**config.mk**
```make
export PLATFORM = sky130hd
export DESIGN_NAME = mem_arbiter
export DESIGN_NICKNAME = d
export VERILOG_FILES = /design/src/rtl/mem_arbiter.sv
export SDC_FILE = /design/constraint.sdc
export NUM_CORES = 1
export LEC_CHECK = 0
export ABC_CLOCK_PERIOD_IN_PS = 1910
export CAP_MARGIN = 20
export CORE_MARGIN = 5
export CORE_UTILIZATION = 21
export CTS_CLUSTER_SIZE = 10
export DETAILED_ROUTE_END_ITERATION = 10
export PLACE_DENSITY = 0.82
export SLEW_MARGIN = 15
export SYNTH_ARGS = -nofsm -noshare
export SYNTH_HDL_FRONTEND = slang
export SYNTH_SLANG_ARGS = --single-unit
```
**constraint.sdc**
```tcl
create_clock -name clk -period 1.91 [get_ports clk]
set_input_delay 0.191 -clock clk [delete_from_list [all_inputs] [get_ports clk]]
set_output_delay 0.191 -clock clk [all_outputs]
set_load 0.01 [all_outputs]
```
**src/rtl/mem_arbiter.sv**
```systemverilog
// Purpose: shares one four-banked main memory between the I-cache and D-cache controllers. Optional build macro MEM_ARB_ROUND_ROBIN_EN makes simultaneous requests alternate instead of favouring D.
// Latency: grant appears one cycle after a request from IDLE. Issue to memory is combinational. A read return reaches its issuer RD_LAT cycles after issue.
// Backpressure: a busy bank or stall_mem stalls the owner, and a non-owner with a pending request is always stalled.
module mem_arbiter #(
    parameter int RD_LAT = 2,
    parameter int AW     = 16
) (
    input  logic          clk,
    input  logic          rst,
    input  logic          i_req,
    input  logic          d_req,
    input  logic [AW-1:0] i_addr,
    input  logic [AW-1:0] d_addr,
    input  logic [AW-1:0] i_data_in,
    input  logic [AW-1:0] d_data_in,
    input  logic          i_rd,
    input  logic          d_rd,
    input  logic          i_wr,
    input  logic          d_wr,
    output logic          i_grant,
    output logic          d_grant,
    output logic          i_stall,
    output logic          d_stall,
    output logic [AW-1:0] i_data_out,
    output logic [AW-1:0] d_data_out,
    output logic          i_data_valid,
    output logic          d_data_valid,
    output logic          i_err,
    output logic          d_err,
    output logic [AW-1:0] mem_addr,
    output logic [AW-1:0] mem_data_in,
    output logic          mem_rd,
    output logic          mem_wr,
    input  logic [AW-1:0] mem_data_out,
    input  logic [3:0]    busy,
    input  logic          stall_mem,
    input  logic          err
);

    localparam logic [1:0] IDLE  = 2'd0;
    localparam logic [1:0] OWN_I = 2'd1;
    localparam logic [1:0] OWN_D = 2'd2;

    // Owner encoding shared by last_owner and the tag pipe: 0 = I, 1 = D.
    localparam logic OWNER_I = 1'b0;
    localparam logic OWNER_D = 1'b1;

    logic [1:0]        state;
    logic [1:0]        state_nxt;
    logic              own_i;
    logic              own_d;
    logic              owner_sel;
    logic              owner_rd;
    logic              owner_wr;
    logic [AW-1:0]     owner_addr;
    logic [AW-1:0]     owner_wdat;
    logic [1:0]        bank;
    logic              accept;
    logic [RD_LAT-1:0] tag_vld;
    logic [RD_LAT-1:0] tag_own;
    logic              ret_vld;
    logic              ret_own;
    logic              both_pick;

    assign own_i = (state == OWN_I);
    assign own_d = (state == OWN_D);

`ifdef MEM_ARB_ROUND_ROBIN_EN
    logic last_owner;

    // Remember which side held the memory most recently so a tie goes to the other side.
    always_ff @(posedge clk or negedge rst) begin
        if (!rst) begin
            last_owner <= OWNER_I;
        end else if (own_i) begin
            last_owner <= OWNER_I;
        end else if (own_d) begin
            last_owner <= OWNER_D;
        end
    end

    assign both_pick = ~last_owner;
`else
    assign both_pick = OWNER_D;
`endif

    // Ownership FSM: hold for the whole line, one dead IDLE cycle between owners.
    always_comb begin
        state_nxt = state;
        case (state)
            IDLE: begin
                if (i_req && d_req) begin
                    state_nxt = (both_pick == OWNER_D) ? OWN_D : OWN_I;
                end else if (d_req) begin
                    state_nxt = OWN_D;
                end else if (i_req) begin
                    state_nxt = OWN_I;
                end
            end
            OWN_I:   state_nxt = i_req ? OWN_I : IDLE;
            OWN_D:   state_nxt = d_req ? OWN_D : IDLE;
            default: state_nxt = IDLE;
        endcase
    end

    // State register; grants are decoded straight from it so they are registered.
    always_ff @(posedge clk or negedge rst) begin
        if (!rst) begin
            state <= IDLE;
        end else begin
            state <= state_nxt;
        end
    end

    // Select the owner's access; in IDLE nothing is driven so memory sees zeros.
    always_comb begin
        owner_sel  = OWNER_I;
        owner_rd   = 1'b0;
        owner_wr   = 1'b0;
        owner_addr = '0;
        owner_wdat = '0;
        if (own_i) begin
            owner_sel  = OWNER_I;
            owner_rd   = i_rd;
            owner_wr   = i_wr;
            owner_addr = i_addr;
            owner_wdat = i_data_in;
        end else if (own_d) begin
            owner_sel  = OWNER_D;
            owner_rd   = d_rd;
            owner_wr   = d_wr;
            owner_addr = d_addr;
            owner_wdat = d_data_in;
        end
    end

    assign bank   = owner_addr[2:1];
    assign accept = (owner_rd | owner_wr) & ~busy[bank] & ~stall_mem;

    assign mem_rd      = accept & owner_rd;
    assign mem_wr      = accept & owner_wr;
    assign mem_addr    = owner_addr;
    assign mem_data_in = owner_wdat;

    assign i_grant = own_i;
    assign d_grant = own_d;

    // A non-owner's strobes are ignored; it simply waits while it requests.
    assign i_stall = own_i ? ((i_rd | i_wr) & ~accept) : i_req;
    assign d_stall = own_d ? ((d_rd | d_wr) & ~accept) : d_req;

    assign i_err = own_i & accept & err;
    assign d_err = own_d & accept & err;

    // Owner-tag pipe: records who issued each accepted read so the return follows the issuer even after release.
    always_ff @(posedge clk or negedge rst) begin
        if (!rst) begin
            tag_vld <= '0;
            tag_own <= '0;
        end else begin
            tag_vld[0] <= mem_rd;
            tag_own[0] <= owner_sel;
            for (int k = 1; k < RD_LAT; k++) begin
                tag_vld[k] <= tag_vld[k-1];
                tag_own[k] <= tag_own[k-1];
            end
        end
    end

    assign ret_vld = tag_vld[RD_LAT-1];
    assign ret_own = tag_own[RD_LAT-1];

    assign i_data_valid = ret_vld & (ret_own == OWNER_I);
    assign d_data_valid = ret_vld & (ret_own == OWNER_D);
    assign i_data_out   = i_data_valid ? mem_data_out : '0;
    assign d_data_out   = d_data_valid ? mem_data_out : '0;

endmodule

```
==> flow_summary.toml <==
[detailed_routing]
routed_wirelength_um = 6420
vias = 1807
drc = 0
avgViaCountPerCell = 4.94
drtIter0Drc = 56
drt_pass1_iterations = 4
wl_per_cell_um = 17.5
ant_nets = 0

[min_path]
min_path_type = "input port to async pin"

[synth]
synth_top_area_cell = "a22o_1"
synth.top_cell.area_share = 0.270
ys_types = 27
ys_ff_latch = 6
synth_fa_ha_area_frac = 0
synthMostInstantiatedCell = "a22o_1"
yosys_warnings = 0
synth-edff-count = 0
ys_seq_area_frac = 0.154
syn_area_um2 = 975
synth_compound_area_frac = 0.416
synth-simple-area-share = 0.358
synth_mux_area_frac = 0
synth_nets = 225
yosys-top-cells-count = "30 x a22o_1, 17 x and2_1, 17 x and3_1"
synth_top_family_by_area = "compound AO/OA/AOI/OAI gates"
synth_cells = 131
synth_xor_area_frac = 0
synthArstFlopShare = 1.00
synth_area_leaders = "a22o_1 27%, dfrtp_1 15%, and2_1 11%"
ys.flop_type = "dfrtp_1"
avgSynthCellArea_um2 = 7.44

[job]
max_cap_violations = 0

[finish]
area_growth_syn_to_layout_pct = 206
final_core_util = 0.676
diodes = 0
drive_gt1_frac = 0.162
final_nets = 410

[timing]
finalSetupTns_ns = -0.427
fmax_mhz = 496
finalHoldViolCount = 0
post-route-min-period_ns = 2.02
grt_setup_unrepaired = "true"
tightest_slew_ns = 0.406
fin_skew_ns = 0.000405
finalSetupViolations = 6
period_share = 1.06
layout_setup_ws_ns = -0.106
slew_violations = 0
max_slew_margin = 0.730

[power]
p_int_w = 0.000644
clockPowerShare = 0.214
switching_power_w = 0.000288
power.density_nw_per_um2 = 313
combPwrFrac = 0.636
leakagePower_nw = 1.31
power_switching_share = 0.309
seqPwrFrac = 0.150
irDropWorstVdd_v = 0.000217

[global_route]
grtUsageTotal = 0.189
grt_overflow_total = 0
grt_pass1_wl_um = 9220
grt_antenna_before_repair = 0
grt_pass1_vias = 1797
grt_max_degree = 37

[clocking]
clock_latency_ns = 0.23
clk_pin_slew_ns = 0.04
clock_sinks = 6
numCtsBuffers = 3
clk_path_buf_depth = 2
cts_htree_levels = 1
hold_buffers = 0
cts_tree = "yes"
cts_root_buffer = "clkbuf_8"

[setup_path]
required_ns = 1.72
worstSetupEndpointType = "output port"
cp_max_fo = 3
critPathLaunchType = "register"
worstSetupPathType = "register to output port"
crit_arrival_ns = 1.83

[floorplanning]
core-area_um2 = 4410
rows = 24
die-width_um = 78.1
die_area_um2 = 6100
io_pins = 168
die_y_um = 78.1
start_util = 0.221

[run_status]
violations = "setup timing"
status = "finished, violations left"

[placed_design]
post-dp-hpwl_um = 5260
routabilityCongestion = 0.816
place.port_buffers = 167
per-stage QoR:
| stage | hold WS [ns] | power, W | setup WS, ns | area, µm² | cells |
|---|---|---|---|---|---|
| 3_5_place_dp | 0.340 | 0.000719 | -0.619 | 2810 | 358 |
| 5_1_grt | 0.247 | 0.000982 | -0.160 | 2980 | 366 |
| 3_3_place_gp | 0.334 | 0.000711 | -0.591 | 2810 | 358 |
| 6_report | 0.221 | 0.000933 | -0.106 | 2980 | 366 |
| 2_1_floorplan | -0.105 | 0.000322 | 0.233 | 975 | 131 |
| 4_1_cts | 0.222 | 0.000901 | -0.194 | 2860 | 363 |
final cells by class:
cell class                      count  area [µm²]
Inverter                            3        11.3
Fill cell                         386        1430
Multi-Input combinational cell    109         826
Tap cell                           52        65.1
Sequential cell                     6         150
Clock buffer                        3        41.3
Timing Repair Buffer              193        1890
state kept, by name (all words and copies together), names as in the netlist:
signal,flops
state,2
tag_own,2
tag_vld,2
logic make-up (layout without fill, tap and decap cells):
logic type / after synthesis / in the layout
AO/OA/AOI/OAI: 52 / 52
buffers and inverters: 16 / 199
flip-flops: 6 / 6
AND/OR/NAND/NOR: 57 / 57
cells in the final DEF, fill, tap and decap left out, drive strengths merged:
cell           Yosys  routed
clkdlybuf4s50      0     127
buf               10      32
a22o              30      30
clkdlybuf4s15      0      25
and2              17      17
and3              17      17
o21ai              8       8
dlygate4sd2        0       6
dfrtp              6       6
nand2              5       5
nor2b              5       5
a21oi              4       4
nor3               4       4
nor3b              4       4
inv                3       3
clkbuf             3       3
dlymetal6s2s       0       3
a22oi              3       3
o22ai              2       2
nor2               2       2
and2b              1       1
nand3b             1       1
nand2b             1       1
a32o               1       1
a221o              1       1
a221oi             1       1
a31oi              1       1
a211oi             1       1
power groups by stage:
| stage | combinational [W] | sequential, W | clock (W) |
|---|---|---|---|
| CTS | 0.000559 | 0.000139 | 0.000203 |
| detailed placement | 0.000579 | 0.000141 | 0 |
| global route | 0.000633 | 0.000141 | 0.000209 |
| global placement | 0.000571 | 0.000140 | 0 |
| finish | 0.000593 | 0.000140 | 0.000200 |
| floorplan | 0.000181 | 0.000141 | 0 |
critical path, cell delays in order (launching register included):
cell and delay [ns]:
dfrtp_1 0.41, nor2b_2 0.15, buf_4 0.15, o21ai_2 0.07, a221o_1 0.39, buf_6 0.15, nor3_4 0.11, buf_2 0.15
layer usage:
layer | GRT usage | up-vias | wire [µm]
met3 | 0.0458 | 16 | 572
met4 | 0.0743 | 0 | 185
met1 | 0.198 | 815 | 2340
met2 | 0.357 | 104 | 3310
met5 | 0 | - | 0
li1 | - | 872 | -
path summary, 6_finish.rpt:
kind / from / to / slack [ns] / depth (start not counted)
setup / recovery: state[1] / mem_rd / -0.11 / 7
hold / removal: rst / state[0] / 0.22 / 1
setup reg to reg: state[1] / tag_vld[0] / 0.38 / 6
min in group clk: tag_own[0] / tag_own[1] / 0.35 / 0
hold reg to reg: tag_own[0] / tag_own[1] / 0.35 / 0
max in group asynchronous: rst / tag_own[0] / 1.46 / 1
what timing repair did:
| item | 4_1_cts | 5_1_grt |
|---|---|---|
| gates resized for setup | 70 | 45 |
| cloned | 0 | 0 |
| setup endpoints to repair | 38 | 18 |
| setup buffers | 2 | 3 |
| pin swaps | 3 | 13 |
Note: power is estimated with default switching activity, not from simulation.
